[config.mk]
export PLATFORM = sky130hd
export DESIGN_NAME = stream_fifo
export DESIGN_NICKNAME = d
export VERILOG_FILES = /design/src/rtl/stream_fifo.sv
export SDC_FILE = /design/constraint.sdc
export NUM_CORES = 2
export LEC_CHECK = 0
export CORE_MARGIN = 2
export CORE_UTILIZATION = 48
export CTS_BUF_LIST = sky130_fd_sc_hd__clkbuf_4 sky130_fd_sc_hd__clkbuf_8
export DETAILED_ROUTE_END_ITERATION = 8
export PLACE_DENSITY = 0.71
export SETUP_SLACK_MARGIN = 0.15
export SYNTH_ARGS = -nofsm -noshare
export SYNTH_HDL_FRONTEND = slang
export SYNTH_SLANG_ARGS = --single-unit
[constraint.sdc]
create_clock -name clk -period 7.4 [get_ports clk]
set_clock_uncertainty 0.05 [all_clocks]
set_input_delay 1.11 -clock clk [delete_from_list [all_inputs] [get_ports clk]]
set_output_delay 1.11 -clock clk [all_outputs]
set_load 0.005 [all_outputs]
[src/rtl/stream_fifo.sv]
// ---------------------------------------------------------------------------
// stream_fifo
//
// Parametrised ready/valid FIFO with first-word-fall-through output. Words are
// held in an inferred RAM with a registered read port. A prefetch stage and an
// output register sit after the RAM, so the head word is always presented
// without the consumer having to request it.
//
// Ports
//   clk          system clock, rising edge
//   rst          asynchronous active-low reset
//   clr          synchronous flush, overrides push and pop
//   in_data      write data
//   in_valid     write request
//   in_ready     FIFO can accept (tied high in drop-on-full mode)
//   out_data     head word, stable while out_valid && !out_ready
//   out_valid    head word present
//   out_ready    consumer accepts the head word
//   level        words accepted and not yet popped (0..DEPTH)
//   almost_full  level >= AF_THRESH
//   almost_empty level <= AE_THRESH
//   overflow     sticky: write attempted while full (drop-on-full mode only)
//   underflow    sticky: out_ready seen while the FIFO was empty
// ---------------------------------------------------------------------------
module stream_fifo #(
    parameter int WIDTH        = 16,
    parameter int DEPTH_LOG2   = 8,
    parameter bit DROP_ON_FULL = 1'b0,
    parameter int AF_THRESH    = (1 << DEPTH_LOG2) - 4,
    parameter int AE_THRESH    = 4
) (
    input  logic                  clk,
    input  logic                  rst,
    input  logic                  clr,
    input  logic [WIDTH-1:0]      in_data,
    input  logic                  in_valid,
    output logic                  in_ready,
    output logic [WIDTH-1:0]      out_data,
    output logic                  out_valid,
    input  logic                  out_ready,
    output logic [DEPTH_LOG2:0]   level,
    output logic                  almost_full,
    output logic                  almost_empty,
    output logic                  overflow,
    output logic                  underflow
);

    localparam int DEPTH = 1 << DEPTH_LOG2;
    localparam int LW    = DEPTH_LOG2 + 1;
    localparam logic [LW-1:0] FULL_LVL = LW'(DEPTH);

    function automatic logic af_flag(input logic [LW-1:0] lvl);
        return int'(lvl) >= AF_THRESH;
    endfunction

    function automatic logic ae_flag(input logic [LW-1:0] lvl);
        return int'(lvl) <= AE_THRESH;
    endfunction

    logic [WIDTH-1:0] mem [DEPTH];
    logic [LW-1:0]    wr_ptr;
    logic [LW-1:0]    rd_ptr;
    logic [WIDTH-1:0] rd_data_p1;
    logic             vld_p1;

    logic             full;
    logic             push;
    logic             pop;
    logic             ram_has_word;
    logic             load_out;
    logic             rd_en;
    logic [LW-1:0]    level_nxt;

    // level counts every stored word (RAM, prefetch stage and output
    // register), so full here means no room anywhere in the pipeline.
    assign full     = (level == FULL_LVL);
    assign in_ready = DROP_ON_FULL || !full;

    // A write while full is refused in back-pressure mode and discarded in
    // drop mode, so push never depends on out_ready.
    assign push = in_valid && !full;
    assign pop  = out_valid && out_ready;

    // The RAM only holds words that have not yet been read out, and the read
    // address is never the address being written this edge.
    assign ram_has_word = (wr_ptr != rd_ptr);

    // The prefetched word moves into the output register when that register
    // is empty or is being emptied. A new RAM read is issued whenever the
    // prefetch slot is free or is being vacated this same edge, which keeps
    // one word queued behind the head for back-to-back pops.
    assign load_out = vld_p1 && (!out_valid || pop);
    assign rd_en    = ram_has_word && (!vld_p1 || load_out);

    always_comb begin
        level_nxt = level;
        if (push && !pop) begin
            level_nxt = level + 1'b1;
        end else if (!push && pop) begin
            level_nxt = level - 1'b1;
        end
    end

    // ---- stage p0 -> p1: RAM write and registered RAM read ----
    always_ff @(posedge clk) begin
        if (push && !clr) begin
            mem[wr_ptr[DEPTH_LOG2-1:0]] <= in_data;
        end
        if (rd_en) begin
            rd_data_p1 <= mem[rd_ptr[DEPTH_LOG2-1:0]];
        end
    end

    // ---- stage p1 -> output register, pointers, level and flags ----
    always_ff @(posedge clk or negedge rst) begin
        if (!rst) begin
            wr_ptr       <= '0;
            rd_ptr       <= '0;
            vld_p1       <= 1'b0;
            out_valid    <= 1'b0;
            out_data     <= '0;
            level        <= '0;
            almost_full  <= af_flag('0);
            almost_empty <= ae_flag('0);
            overflow     <= 1'b0;
            underflow    <= 1'b0;
        end else if (clr) begin
            wr_ptr       <= '0;
            rd_ptr       <= '0;
            vld_p1       <= 1'b0;
            out_valid    <= 1'b0;
            level        <= '0;
            almost_full  <= af_flag('0);
            almost_empty <= ae_flag('0);
            overflow     <= 1'b0;
            underflow    <= 1'b0;
        end else begin
            if (push) begin
                wr_ptr <= wr_ptr + 1'b1;
            end
            if (rd_en) begin
                rd_ptr <= rd_ptr + 1'b1;
            end
            vld_p1 <= rd_en || (vld_p1 && !load_out);
            if (load_out) begin
                out_valid <= 1'b1;
                out_data  <= rd_data_p1;
            end else if (pop) begin
                out_valid <= 1'b0;
            end
            level        <= level_nxt;
            almost_full  <= af_flag(level_nxt);
            almost_empty <= ae_flag(level_nxt);
            if (DROP_ON_FULL && in_valid && full) begin
                overflow <= 1'b1;
            end
            if (out_ready && !out_valid && (level == '0)) begin
                underflow <= 1'b1;
            end
        end
    end

endmodule

# [Word-level counts from Yosys, hierarchy flattened]
# Memory sizes are Yosys's and may differ from the RTL's. A register that Yosys moved wholly into a read port is not among the register bits.
# Index checks and enable logic that the tools add are counted.
[totals] ff_bits=48 ram_bits=4096 mem_count=1
[memory_table] memory="mem" words=256 width=16 rd=1 rd_ports_with_merged_regs=1 wr=1 line="60" text="logic [WIDTH-1:0] mem [DEPTH];"
[classes] n_addsub=4 n_lt_le_gt_ge=2 n_eq_ne=2 n_mux=17 bitwise=1 n_reduce_logical=26
[ops] operator="$mux 9" n=7
[ops] operator="$add 9x1->9 const B" n=3
[ops] operator="$logic_and 1x1->1" n=10
[ops] operator="$mux 1" n=10
[ops] operator="$eq 9x9->1 const B" n=1
[ops] operator="$ge 9x8->1 const B" n=1
[ops] operator="$le 9x3->1 const B" n=1
[ops] operator="$logic_not 9->1" n=1
[ops] operator="$ne 9x9->1" n=1
[ops] operator="$sub 9x1->9 const B" n=1
[ops] operator="$logic_not 1->1" n=7
[ops] operator="$reduce_bool 2->1" n=3
[ops] operator="$logic_or 1x1->1" n=3
[ops] operator="$reduce_bool 3->1" n=1
[ops] operator="$reduce_and 2->1" n=1
[ops] operator="$not 1->1" n=1

# [Depth between registers and ports, before layout]
[depth] ltp_word=9 ltp_mapped=13

# [Worst setup path before layout]
# Ideal clock, no wire load.
[synth_timing] path_type="in2reg" start="input port clr" end="memory mem[102][0], enable pin" arrival_ps=2871 setup_slack_ps=4091 cell_stages=5 path_cell_list="clkbuf_1 -> nor3b_1 -> nand4b_1 -> clkbuf_1 -> nor2_1"
[synth_via] elab_chain_len=4
[synth_rtl] element="from (decl)" line="34" text="input logic clr,"
[synth_rtl] element="$logic_not 1->1" line="106" text="if (push && !clr) begin"
[synth_rtl] element="$logic_and 1x1->1" line="106"
[synth_rtl] element="$mux 1" line="106"
[synth_rtl] element="$mux 1 (implied by the code)" line="107" text="mem[wr_ptr[DEPTH_LOG2-1:0]] <= in_data;"
[synth_rtl] element="to (decl)" line="60"
# Every way passes these cells.

# [Worst setup path in the final report]
[layout_timing] start="register rd_ptr[1]" end="register rd_data_p1[6] (read register of mem) (data pin)"
[layout_via] elab_chain_len=2
[layout_rtl] element="from (decl)" line="62" text="logic [LW-1:0] rd_ptr;"
[layout_rtl] element="from (signal assigned)" line="142" text="rd_ptr <= rd_ptr + 1'b1;"
[layout_rtl] element="$ne 9x9->1" line="86" text="assign ram_has_word = (wr_ptr != rd_ptr);"
[layout_rtl] element="$logic_and 1x1->1" line="93" text="assign rd_en = ram_has_word && (!vld_p1 || load_out);"
[layout_rtl] element="to (decl)" line="63" text="logic [WIDTH-1:0] rd_data_p1;"
# Parallel ways exist; a longest one is shown, timed or not.
# A chain may end at the register's enable or synchronous reset.

==> flow_metrics.env <==
export IMPL_status="completed"
export IMPL_area_growth_pct=11.8
export IMPL_die_area_sq_um=338000
export IMPL_ant_nets=0
export IMPL_crit_top_cell="buf_4"
export IMPL_grt_overflow=0
export IMPL_drc=0
export IMPL_cts_resized=0
export IMPL_cp_end_kind="flop"
export IMPL_power_density_nw_per_um2=310
export IMPL_drive_gt1_share_pct=28.7
export IMPL_syn_nets=7311
export IMPL_ir_worst_vdd_mv=0.221
export IMPL_yosys_warnings=0
export IMPL_routedWlPerCell_microns=34.3
export IMPL_synthFlopType="edfxtp_1"
export IMPL_critPathKind="reg2reg"
export IMPL_worst_pin_slew_ns=1.50
export IMPL_finalHoldViolCount=0
export IMPL_syn_area_sq_um=160000
export IMPL_syn_area_per_cell_sq_um=22.0
export IMPL_io_pins=52
export IMPL_antenna_found_initial=19
export IMPL_required_ns=8.20
export IMPL_grt_usage_pct=25.7
export IMPL_clockBufferDepth=4
export IMPL_postCtsSetupBuffers=0
export IMPL_drtPass1Iterations=6
export IMPL_fin_cells=12785
export IMPL_maxCapViolCount=0
export IMPL_netlist_top_cells_count="4112 x edfxtp_1, 951 x mux4_2, 344 x nor2_1, 290 x mux2i_1, 183 x clkbuf_1"
export IMPL_placed_cell_area_sq_um=167000
export IMPL_clk_latency_ns=1.10
export IMPL_ys_seq_area_share_pct=77.8
export IMPL_numCtsBuffers=633
export IMPL_maxSlewHeadroom_pct=0.226
export IMPL_rr_endpoint="rd_data_p1[6]"
export IMPL_grt_pass1_vias=81326
export IMPL_grt_pass1_wl_microns=615000
export IMPL_fmax_ghz=0.181
export IMPL_htreeDepth=6
export IMPL_p_leak_nw=55.2
export IMPL_clock_sinks=4160
export IMPL_r2r_slack_ns=1.87
export IMPL_die_y_microns=582
export IMPL_dp_hpwl_microns=254000
export IMPL_cp_arrival_ns=6.34
export IMPL_die_w_microns=582
export IMPL_gp_congestion=0.869
export IMPL_drtIter0Drc=13502
export IMPL_worst_setup_path_start_kind="flop"
export IMPL_post_synth_top_area_fraction_pct=77.1
export IMPL_rr_startpoint="rd_ptr[1]"
export IMPL_synth_edf_count=4112
export IMPL_nNetsFinal=7946
export IMPL_fin_crit_sh_pct=74.8
export IMPL_grt_max_degree=193
export IMPL_finalMaxSlewViolations=0
export IMPL_fp_row_count=212
export IMPL_synthTopCellsByArea="edfxtp_1 77%, mux4_2 13%, mux2i_1 1.8%"
export IMPL_core_area_sq_um=333000
export IMPL_ctsHoldBuffers=0
export IMPL_io_buffers=50
export IMPL_yosysMostFrequentCell="edfxtp_1"
export IMPL_p_total_mw=55.4
export IMPL_slowest_delay_ns=1.09
export IMPL_vias=82411
export IMPL_placed_cells=11670
export IMPL_wl_microns=439000
export IMPL_synthCells=7283
export IMPL_yosysTopAreaCell="edfxtp_1"
export IMPL_min_path_type="in2async"
export IMPL_finalSetupViolations=0
export IMPL_rsz0062_at_grt="false"
export IMPL_synth_cell_types=86
export IMPL_start_util_pct=48.1
export IMPL_synthArstFlopShare_pct=1.15
export IMPL_cts_tree="yes"
export IMPL_setup_tns_ns=0
export IMPL_finalCriticalPeriod_ns=5.53
export IMPL_crit_slowest_cell="nor4_1"
export IMPL_ys_ff_latch=4160
export IMPL_crit_path_max_fanout=100
export IMPL_path_clk_slew_ns=0.07
export IMPL_root_buffer="clkbuf_8"
export IMPL_avgViaCountPerCell=6.45
export IMPL_crit_chain="buf_12 -> buf_4 -> buf_4 -> mux4_2 -> a221oi_1 -> o22ai_1 -> nor4_1 -> and4bb_1"
export IMPL_fin_area_sq_um=179000
export IMPL_r2r_cells=8
## cell type report
type	instances	area (sq um)
multi-input cells	2678	33100
clock buffers	851	10400
diodes	13	32.5
inverters	9	41.3
clock inverters	251	1440
flip-flops and latches	4160	125000
well taps	4387	5490
repair buffers	436	3830
fillers	24538	154000
## placed cells by master (no fill, tap or decap), drive strengths merged, types with 23 or more instances in the layout
cell           instances
clkinv               205
o221ai                33
a21oi                176
dfrtp                 47
edfxtp              4112
buf                  391
nor3                  30
mux4                 951
a221oi                97
mux2i                290
a22oi                175
nand2                116
nand3                 50
inv                   33
o21ai                 77
nor2                 344
clkdlybuf4s50         33
o22ai                 34
a31oi                 23
clkbuf               863
a22o                  25
## critical path, delay by kind of cell, from the launching register on
kind / cells / cell delay [ns]
flip-flops: 1 / 0.98
multiplexers: 1 / 0.41
AO/OA/AOI/OAI: 2 / 0.58
buffers and inverters: 3 / 1.60
AND/OR/NAND/NOR: 2 / 1.40
## flip-flops by register name (all words and copies together), names as in the netlist
name / count
out_valid: 1
level: 9
wr_ptr: 9
rd_ptr: 9
underflow: 1
almost_empty: 1
almost_full: 1
vld_p1: 1
rd_data_p1: 16
out_data: 16
mem: 4096
## logic make-up (layout without fill, tap and decap cells)
family | after synthesis | in the layout | share of synthesized area (%)
compound gates | 740 | 740 | 3.22
xor+xnor | 30 | 30 | 0.164
fa+ha+maj | 7 | 7 | 0.0547
buf+inv | 445 | 1547 | 1.68
flops | 4160 | 4160 | 77.8
mux | 1259 | 1259 | 15.3
other cells | 1 | 14 | 0.00234
simple gates | 641 | 641 | 1.77
## worst max-delay path by stage
stage | cells after the start | end | start
after CTS | 8 | rd_data_p1[6] | rd_ptr[1]
final | 8 | rd_data_p1[6] | rd_ptr[1]
after floorplan | 5 | mem[102][0] | clr
after global placement | 8 | rd_data_p1[6] | rd_ptr[1]
after detailed placement | 5 | mem[145][5] | in_valid
after global routing | 8 | rd_data_p1[6] | rd_ptr[1]
## report_power, final
| group | leakage, nW | switching (mW) | internal (mW) |
|---|---|---|---|
| Combinational | 11.4 | 6.05 | 4.90 |
| Clock | 6.25 | 8.72 | 9.39 |
| Sequential | 37.6 | 0.324 | 26.1 |
## metrics by stage
| step | setup WS, ns | utilization (%) | hold WS [ns] |
|---|---|---|---|
| finish | 1.87 | 53.8 | 0.120 |
| global route | 1.93 | 53.8 | 0.168 |
| CTS | 2.19 | 53.8 | 0.0655 |
| detailed placement | 2.14 | 50.2 | 0.429 |
| global placement | 2.19 | 50.2 | 0.424 |
| floorplan | 4.09 | - | 0.404 |
## metal layers
layer / global-route usage, % / vias up / wire length [microns] / part of all wire (%)
li1: - / 32240 / - / -
met1: 35.1 / 43185 / 158000 / 36
met2: 38.3 / 5955 / 199000 / 45
met3: 7.79 / 1023 / 60100 / 14
met4: 11.4 / 8 / 21000 / 4.8
met5: 0 / - / 43 / 0.0098
Power figures use the tool's default switching activity.
